File: src/rtl/cart_sdram_loader.sv
// Streams ioctl download bytes through a small FIFO into SDRAM and shares the SDRAM
// port with the core bus; the core only sees the port while no download is active.
module cart_sdram_loader #(
    parameter logic [7:0]  INDEX      = 8'h01,
    parameter logic [22:0] BASE_ADDR  = 23'h000000,
    parameter logic [24:0] ADDR_LIMIT = 25'h040000,
    parameter int unsigned FIFO_DEPTH = 4
) (
    input  logic        clk_sys,
    input  logic        reset_n,
    input  logic        ioctl_download,
    input  logic [7:0]  ioctl_index,
    input  logic        ioctl_wr,
    input  logic [24:0] ioctl_addr,
    input  logic [7:0]  ioctl_dout,
    input  logic [22:0] core_addr,
    input  logic [7:0]  core_din,
    input  logic        core_we,
    input  logic        core_rd,
    output logic [7:0]  core_dout,
    output logic        core_ready,
    output logic [22:0] sdram_addr,
    output logic [7:0]  sdram_din,
    output logic        sdram_we,
    output logic        sdram_rd,
    input  logic [7:0]  sdram_dout,
    input  logic        sdram_ready,
    output logic        load_busy,
    output logic        load_done,
    output logic        load_overflow,
    output logic [24:0] load_count
);
    localparam int unsigned PW = $clog2(FIFO_DEPTH);
    localparam logic [PW:0] PTR_ONE = 1;

    typedef enum logic [1:0] {StIdle, StArm, StWrite, StDone} state_e;
    state_e state_q, state_d;

    logic [30:0] fifo_mem [FIFO_DEPTH];
    logic [PW:0] wr_ptr_q, rd_ptr_q;
    logic        fifo_empty, fifo_full;
    logic        match, match_q, accept, push, pop, arm_clear;
    logic [22:0] wr_addr_q;
    logic [7:0]  wr_data_q;
    logic [24:0] count_q;
    logic        overflow_q;

    assign match      = ioctl_download && (ioctl_index == INDEX);
    assign accept     = ioctl_wr && match && (ioctl_addr < ADDR_LIMIT);
    assign fifo_empty = (wr_ptr_q == rd_ptr_q);
    // Extra pointer bit distinguishes full from empty when the index bits coincide.
    assign fifo_full  = (wr_ptr_q[PW] != rd_ptr_q[PW]) &&
                        (wr_ptr_q[PW-1:0] == rd_ptr_q[PW-1:0]);
    assign push       = accept && !fifo_full;
    assign pop        = (state_q == StArm) && !fifo_empty;

    always_ff @(posedge clk_sys) begin
        if (push) begin
            fifo_mem[wr_ptr_q[PW-1:0]] <= {BASE_ADDR + ioctl_addr[22:0], ioctl_dout};
        end
    end

    always_comb begin
        state_d   = state_q;
        arm_clear = 1'b0;
        unique case (state_q)
            StIdle: begin
                if (match && !match_q) begin
                    state_d   = StArm;
                    arm_clear = 1'b1;
                end
            end
            StArm: begin
                if (!fifo_empty) begin
                    state_d = StWrite;
                end else if (!ioctl_download) begin
                    state_d = StDone;
                end
            end
            StWrite: begin
                if (sdram_ready) begin
                    state_d = StArm;
                end
            end
            StDone: begin
                // A download restarting right at the end continues the same load.
                state_d = match ? StArm : StIdle;
            end
            default: state_d = StIdle;
        endcase
    end

    always_ff @(posedge clk_sys or negedge reset_n) begin
        if (!reset_n) begin
            state_q    <= StIdle;
            match_q    <= 1'b0;
            wr_ptr_q   <= '0;
            rd_ptr_q   <= '0;
            wr_addr_q  <= '0;
            wr_data_q  <= '0;
            count_q    <= '0;
            overflow_q <= 1'b0;
        end else begin
            state_q <= state_d;
            match_q <= match;
            if (push) begin
                wr_ptr_q <= wr_ptr_q + PTR_ONE;
            end
            if (pop) begin
                rd_ptr_q               <= rd_ptr_q + PTR_ONE;
                {wr_addr_q, wr_data_q} <= fifo_mem[rd_ptr_q[PW-1:0]];
            end
            if (arm_clear) begin
                count_q <= '0;
            end else if ((state_q == StWrite) && sdram_ready) begin
                count_q <= count_q + 25'd1;
            end
            if (arm_clear) begin
                overflow_q <= 1'b0;
            end
            if (accept && fifo_full) begin
                overflow_q <= 1'b1;
            end
        end
    end

    always_comb begin
        sdram_addr = wr_addr_q;
        sdram_din  = wr_data_q;
        sdram_we   = (state_q == StWrite);
        sdram_rd   = 1'b0;
        core_dout  = 8'h00;
        core_ready = 1'b0;
        if (state_q == StIdle) begin
            sdram_addr = core_addr;
            sdram_din  = core_din;
            sdram_we   = core_we;
            sdram_rd   = core_rd;
            core_dout  = sdram_dout;
            core_ready = sdram_ready;
        end
    end

    assign load_busy     = (state_q == StArm) || (state_q == StWrite);
    assign load_done     = (state_q == StDone);
    assign load_overflow = overflow_q;
    assign load_count    = count_q;

endmodule

File: config.mk
export PLATFORM = sky130hd
export DESIGN_NAME = cart_sdram_loader
export DESIGN_NICKNAME = d
export VERILOG_FILES = /design/src/rtl/cart_sdram_loader.sv
export SDC_FILE = /design/constraint.sdc
export NUM_CORES = 1
export LEC_CHECK = 0
export ABC_CLOCK_PERIOD_IN_PS = 2720
export CAP_MARGIN = 0
export CORE_ASPECT_RATIO = 0.8
export CORE_MARGIN = 4
export CORE_UTILIZATION = 40
export DETAILED_ROUTE_END_ITERATION = 8
export GPL_ROUTABILITY_DRIVEN = 0
export GPL_TIMING_DRIVEN = 0
export SETUP_SLACK_MARGIN = 0.5
export SYNTH_ARGS = -nofsm -noshare
export SYNTH_HDL_FRONTEND = slang
export SYNTH_SLANG_ARGS = --single-unit
File: constraint.sdc
create_clock -name clk_sys -period 2.72 [get_ports clk_sys]
set_clock_uncertainty 0.05 [all_clocks]
set_input_delay 0.408 -clock clk_sys [delete_from_list [all_inputs] [get_ports clk_sys]]
set_output_delay 0.408 -clock clk_sys [all_outputs]
set_load 0.1 [all_outputs]
# Yosys cells after proc, flatten, opt, wreduce, memory -nomap -nowiden
# Memories as Yosys holds them, arrays and structs flattened. A register that Yosys moved wholly into a read port is not among the register bits.
# Index checks and enable logic that the tools add are counted.
# classes
muxes,20
n_lt_le_gt_ge,1
n_addsub,3
n_reduce_logical,18
n_eq_ne,10
# ops
operator,count
25-bit two-way mux,2
25-bit by 1-bit adder with 25-bit output (second input constant),1
25-bit by 19-bit < comparator with 1-bit output (second input constant),1
23-bit two-way mux,1
8-bit two-way mux,2
1-bit two-way mux,10
1-bit logical AND,9
8-bit by 1-bit == test with 1-bit output (second input constant),1
2-bit two-way mux,4
2-bit one-hot mux with 4 select lines,1
3-bit by 1-bit adder with 3-bit output (second input constant),2
2-bit == test (second input constant),2
1-bit zero test,4
2-bit != test (second input constant),2
2-bit nonzero test,2
3-bit == test,1
3-bit != test (second input constant),1
3-bit AND reduction,1
2-bit by 1-bit == test with 1-bit output (second input constant),1
2-bit == test,1
2-bit zero test,1
1-bit logical OR,1
1-bit != test,1
# totals
ramBits,124
output_inout_bits,70
elab_cells,59
mem_count,1
reg_bits,35
# mem_list
name,words,width,read_ports,rd_ports_with_merged_regs,wr,line,source
fifo_mem,4,31,1,1,1,39,logic [30:0] fifo_mem [FIFO_DEPTH];

# Logic depth before layout (Yosys ltp)
# Gate-level depths: netlist (run 1).
# depth
word_depth,7
ltp_mapped,8
mapped_depth_nobuf,6

# Worst setup path before layout (run 1)
# OpenSTA, ideal clock, no wires.
# synth_timing
path_type,reg-to-output
start,register state_q[0]
end,output port core_ready
path_stages_with_launch,6
arrival_time_ns,2.162
n_path_buf,1
required_ns,2.262
path_slack_ns,0.100
path_cell_list,dfrtp_1 inv_1 ha_1 clkbuf_1 inv_1 nor2_1
# synth_between
elab_chain_cells,2
# synth_lines
element,line,source
start: declaration,37,"state_e state_q, state_d;"
start signal: assignment,95,state_q <= StIdle;
start signal: assignment,104,state_q <= state_d;
2-bit zero test,134,if (state_q == StIdle) begin
1-bit two-way mux,134,
end: declaration,21,"output logic core_ready,"
# No other way between the ends.

# Final worst setup path (run 1)
# layout_timing
start,register state_q[1]
end,output port sdram_we
# layout_between
elab_chain_cells,2
# layout_lines
element,line,source
2-bit == test / 2-bit zero test (equally long branches),"130, 134",
1-bit two-way mux *,134,
end: declaration,24,"output logic sdram_we,"
# Mark *: on every way between the ends. The rest lies on a longest branch, timed or not.

==> run metrics, run 1 <==
Pre-antenna DRT Iters=4; area of placed instances=10,060 sq um; register area share after synthesis=66.30%; Post-synth EDFFs=124; Max-Slew Margin vs Limit=35.18%; power per cell area=1199 nW/um^2; buffer and inverter count on the worst path=4; final setup violation count=0; vias post-DR=5,076; worst vdd ir=0.001016 V; clock latency on the worst-skew pair=~0.43 ns; Die Y-Extent=135.3 um; final cell count without fillers=969; Fill cells=between 1.5k and 2k; synthesized cell area=about 8100 sq um; slowest stage delay, CP=0.43 ns; Worst-Margin Slew=between 0.9 and 1 ns; # nets final=789; largest net degree at the start of global routing=55; CP arrival=1.94 ns; setup tns final=0 ns; status=finished, final reports clean; LEAKAGE=~4.5 nW; highest clock rate=roughly 420 MHz; crit-path max FO=8; number of global-route vias before repair=5,368; vias per std cell=5.238; Yosys top cell by area=edfxtp_1; port buffer count=156; Crit path max-delay family=buffers and inverters; max_cap viols=0; critical path endpoint category=primary output; startpoint types=flip-flop; WL per Instance=~21 um; total power=between 10 and 15 mW; CTS tree=done; post-route cell area=11,860 sq um; WHS=0.3202 ns; die area=22,630 sq um; worst slack, placed=-0.8975 ns; detailed-placement wirelength estimate=12,050 um; FP Rows=46; antenna viol nets, final=0; layout cells sized above 1=39.86%; CTS root buffer=clkbuf_16; WP data required=2.26 ns; area of the multi-input gates=2855 sq um; Synth Flop Type=edfxtp_1; initial antenna violation count=2; Synth top area share=45.93%; HP Class=in2async; clock sinks=190; RSZ-0062 raised after global routing=yes; initial core utilization=40.83%; Core ar.=approximately 20,000 sq um; DR iter-0 viols=356; Fin. Hold Viols=0; Die Width=between 150 and 200 um; Bufs on Longest Clock Path=2; first-pass GRT wire length=30,970 um; Ports=157; CTS buffer count=17; total wire length=20,400 um; Synth top cells by count=edfxtp_1 (124), dfrtp_1 (66), mux2_2 (65); fin util=59.75%; Net Count, Synth=approximately 580; Slew Viols, Final=0; Worst path slowest cell=dfrtp_2; # DRC=0; Reg area=5391 sq um; clk slew on worst S/H paths=0.08 ns; gr usage total=around 18%; area delta synth->final=46.33%; dpl cells=900; Crit Path Class=reg2out; Cell variety after synth=45; H-tree levels=4; Mean Syn Cell Area=16.93 sq um; global route total overflow=0; PnR worst setup slack=0.3212 ns; synth top area cells=edfxtp_1 (46%), dfrtp_1 (20%), mux2_2 (9.0%); antenna diode count=0; most common cell in the netlist=edfxtp_1; Synth Instances=479; warnings from Yosys=0; Min Clock Period, post-route=2.399 ns; CP Cell Sequence=inv_4 > ha_4 > clkbuf_16 > clkbuf_16 > mux2_4 > buf_12; asr flop ratio synth=34.74%; Critical Path Most Common Cell=clkbuf_16; period utilization=88.19%; #FFs+latches synth=190
-- routing by layer --
metal / wire length, um / part of all wire [%] / GRT usage [%]
met5: 21 / 0.10 / 0
met4: 96 / 0.47 / 2.884
met3: 1353 / 6.6 / 5.513
met2: 10070 / 49 / 29.86
met1: 8862 / 43 / 23.88
-- worst paths after layout --
check	startpoint	endpoint	slack, ns	cells past startpoint
max	state_q[1]$_DFFE_PN0P_	sdram_we	0.32	6
min	reset_n	load_count[18]$_DFFE_PN0P_	0.32	2
max reg2reg	state_q[0]$_DFFE_PN0P_	load_count[11]$_DFFE_PN0P_	0.51	9
min reg2reg	rd_ptr_q[2]$_DFFE_PN0P_	rd_ptr_q[2]$_DFFE_PN0P_	0.45	1
max in group asynchronous	reset_n	wr_addr_q[11]$_DFFE_PN0P_	1.73	3
min in group clk_sys	rd_ptr_q[2]$_DFFE_PN0P_	rd_ptr_q[2]$_DFFE_PN0P_	0.45	1
-- cells in the final DEF (no fill, tap or decap), types with 7 or more instances in the layout --
cell type	Yosys	layout
and2_4	0	20
buf_12	0	53
a21oi_1	11	11
mux2_4	0	32
dfrtp_2	0	13
clkbuf_16	0	25
clkdlybuf4s50_1	0	85
buf_2	12	8
nand2_1	15	14
and3_1	7	7
clkdlybuf4s15_1	0	7
mux4_2	31	31
o31ai_1	9	9
nor2_1	12	11
or4_1	9	9
buf_4	1	11
mux2_2	65	33
dfrtp_1	66	53
xor2_1	9	9
dlygate4sd2_1	0	9
nand4_1	9	9
xnor2_1	9	9
ha_1	10	9
edfxtp_1	124	124
nand3_1	12	12
-- state kept, by name, indices dropped and copies added (netlist names) --
register and cells:
wr_ptr_q 3, match_q 1, state_q 2, load_overflow 1, wr_data_q 8, wr_addr_q 23
fifo_mem 124, rd_ptr_q 3, load_count 25
-- repair_timing --
item / in CTS / in global routing
setup endpoints to repair: 194 / 210
endpoints found under the hold margin: 12 / 0
resized for setup: 501 / 35
setup buffers: 12 / 12
hold buffers: 1 / 0
gates cloned: 9 / 3
pin swaps: 4 / 1
-- cell families (layout without fill, tap and decap cells) --
| kind of cell | Yosys count | after routing | share of synthesized area (%) |
|---|---|---|---|
| flip-flops | 190 | 190 | 66.30 |
| AND/OR/NAND/NOR | 106 | 113 | 8.225 |
| multiplexers | 100 | 100 | 18.15 |
| buffers and inverters | 29 | 248 | 1.759 |
| AO/OA/AOI/OAI | 26 | 26 | 2.083 |
| XOR/XNOR | 18 | 18 | 1.945 |
| adder cells (fa/ha/maj) | 10 | 10 | 1.543 |
-- power by group --
group / switching (mW) / total (mW) / internal [mW]
registers: 0.237 / 3.64 / 3.41
logic: 4.59 / 8.03 / 3.44
clock network: 1.15 / 2.54 / 1.40
-- layout make-up --
| class | instances | share of cell area [%] |
|---|---|---|
| timing repair buffer | 187 | 20.41 |
| inverter | 6 | 0.2109 |
| buffer | 23 | 1.993 |
| clock inverter | 14 | 1.476 |
| multi-input combinational | 267 | 24.07 |
| tap | 264 | 2.784 |
| sequential | 190 | 45.44 |
| clock buffer | 18 | 3.617 |
Power figures use the tool's default switching activity.
==> inputs of run 2 (changes only) <==
Settings changed: CORE_UTILIZATION 40 to 52, PLACE_DENSITY set to 0.8, SKIP_LAST_GASP set to 1.
==> run metrics, run 2 (synthesized netlist as in run 1, its figures left out) <==
Slew Viols, Final=0 (unchanged); CP Cell Sequence=inv_2 > ha_4 > clkbuf_16 > clkbuf_16 > mux2_4 > buf_12 (was inv_4 > ha_4 > clkbuf_16 > clkbuf_16 > mux2_4 > buf_12); CTS buffer count=17 (unchanged); area of the multi-input gates=2865 sq um (was 2855 sq um); startpoint types=flip-flop (unchanged); max reg flops=124 (unchanged); WP data required=2.26 ns (about the same); die area=17,670 sq um (was 22,630 sq um); port buffer count=156 (unchanged); CTS tree=done (unchanged); largest net degree at the start of global routing=64 (was 55); clock latency on the worst-skew pair=0.43 ns (about the same); antenna diode count=0 (unchanged); crit-path max FO=5 (was 8); LEAKAGE=4.530 nW (was 4.515 nW); Critical Path Stages=6 (unchanged); power per cell area=1204 nW/um^2 (was 1199 nW/um^2); slowest stage delay, CP=0.40 ns (was 0.43 ns); final setup violation count=0 (unchanged); Fill cells=853 (was 1,559); first-pass GRT wire length=30,080 um (was 30,970 um); WL per Instance=22.21 um (was 21.06 um); Worst-Margin Slew=0.9693 ns (was 0.9761 ns); worst vdd ir=0.0009677 V (was 0.001016 V); Ports=157 (unchanged); # DRC=0 (unchanged); antenna viol nets, final=0 (unchanged); layout cells sized above 1=38.80% (was 39.86%); global route total overflow=0 (unchanged); vias post-DR=5,229 (was 5,076); Fin. Hold Viols=0 (unchanged); worst slack, placed=-0.8743 ns (was -0.8975 ns); WL met3=1914 um (was 1353 um); clk slew on worst S/H paths=0.07 ns (was 0.08 ns); Die Width=147.6 um (was 167.2 um); met2 wire len=10,110 um (was 10,070 um); status=finished, final reports clean (unchanged); period utilization=88.10% (was 88.19%); Reg area=5390 sq um (was 5391 sq um); HP Class=in2async (unchanged); H-tree levels=4 (unchanged); DR iter-0 viols=348 (was 356); FP Rows=40 (was 46); commonest non-fill, non-tap cells in the layout=edfxtp_1 (124), clkdlybuf4s50_1 (81), dfrtp_1 (54) (was edfxtp_1 (124), clkdlybuf4s50_1 (85), dfrtp_1 (53), buf_12 (53), mux2_2 (33)); Met1 Routed Length=8081 um (was 8862 um); Reg2Reg Depth=9 (unchanged); area delta synth->final=45.05% (was 46.33%); # nets final=785 (was 789); total wire length=20,230 um (was 20,400 um); Worst path slowest cell=dfrtp_1 (was dfrtp_2); Pre-antenna DRT Iters=5 (was 4); RSZ-0062 raised after global routing=yes (unchanged); Core ar.=15,160 sq um (was 19,860 sq um); vias per std cell=5.740 (was 5.238); initial antenna violation count=0 (was 2); Crit path max-delay family=buffers and inverters (unchanged); Die Y-Extent=119.7 um (was 135.3 um); gr usage total=22.59% (was 17.91%); number of global-route vias before repair=5,359 (was 5,368); clock sinks=190 (unchanged); highest clock rate=417.3 MHz (was 416.9 MHz); Crit Path Class=reg2out (unchanged); Bufs on Longest Clock Path=2 (unchanged); max_cap viols=0 (unchanged); Min Clock Period, post-route=2.396 ns (was 2.399 ns); critical path endpoint category=primary output (unchanged); CTS root buffer=clkbuf_16 (unchanged); total power=14.16 mW (was 14.22 mW); most common cell after layout, fill and taps aside=edfxtp_1 (unchanged); detailed-placement wirelength estimate=11,430 um (was 12,050 um); initial core utilization=53.47% (was 40.83%); buffer and inverter count on the worst path=4 (unchanged); Critical Path Most Common Cell=clkbuf_16 (unchanged); PnR worst setup slack=0.3238 ns (was 0.3212 ns); Max-Slew Margin vs Limit=35.64% (was 35.18%); CP arrival=1.94 ns (about the same); Highest Signal Layer=met4 (was met5)
## run 2: cell count changes in the layout (fill, tap and decap cells not counted), sizes merged
| cell | before | now |
|---|---|---|
| and2 | 24 | 25 |
| clkdlybuf4s50 | 85 | 81 |
| clkbuf | 39 | 34 |
| dlygate4sd2 | 9 | 12 |
| clkinvlp | 2 | 3 |
| dlymetal6s2s | 0 | 4 |
| inv | 13 | 10 |
| clkdlybuf4s15 | 13 | 14 |
| buf | 81 | 77 |
| clkinv | 3 | 5 |
## run 2: layer usage
metal | up-vias | GRT usage [%]
li1 | 2314 | -
met1 | 2657 | 30.84
met2 | 244 | 36.84
met3 | 14 | 6.002
met4 | 0 | 5.180
met5 | - | 0
## run 2: path summary, 6_finish.rpt
kind / start / end / slack (ns)
setup / recovery: state_q[0]$_DFFE_PN0P_ / sdram_din[4] / 0.32
hold / removal: reset_n / load_count[17]$_DFFE_PN0P_ / 0.27
setup reg to reg: state_q[0]$_DFFE_PN0P_ / load_count[11]$_DFFE_PN0P_ / 0.55
hold reg to reg: load_overflow$_DFFE_PN0P_ / load_overflow$_DFFE_PN0P_ / 0.43
max in group asynchronous: reset_n / load_count[1]$_DFFE_PN0P_ / 1.79
min in group clk_sys: ioctl_addr[18] / fifo_mem[3][26]$_DFFE_PP_ / 0.30
## run 2: where the power goes
group	switching, mW	internal, mW
clock	1.11	1.37
sequential	0.223	3.41
combinational	4.62	3.43
total	5.95	8.20
## run 2: what timing repair did
action,in CTS,in global routing
cloned,8,5
endpoints found under the setup margin,194,215
resized for setup,488,36
buffers inserted,10,9
endpoints found under the hold margin,66,0
pin swaps,6,5
hold buffers,1,0
## run 2: through the flow
step	setup TNS, ns	area, sq um	instances	hold WS, ns	utilization (%)
6_report	0	11760	911	0.2721	77.55
5_1_grt	0	11760	911	0.2820	77.55
4_1_cts	0	11490	897	0.2524	75.76
3_5_place_dp	-103.10	9991	846	0.1682	65.88
3_3_place_gp	-183.80	9966	845	0.4248	65.72
2_1_floorplan	0	8142	479	0.06241	-
## run 2: area by class of cell
type                    instances  area share [%]
plain buffers                  23           2.021
clock buffers                  18           3.649
clock inverters                14           1.351
inverters                       6          0.1915
multi-input cells             268           24.36
flip-flops and latches        190           45.83
well taps                     210           2.234
repair buffers                182           20.35
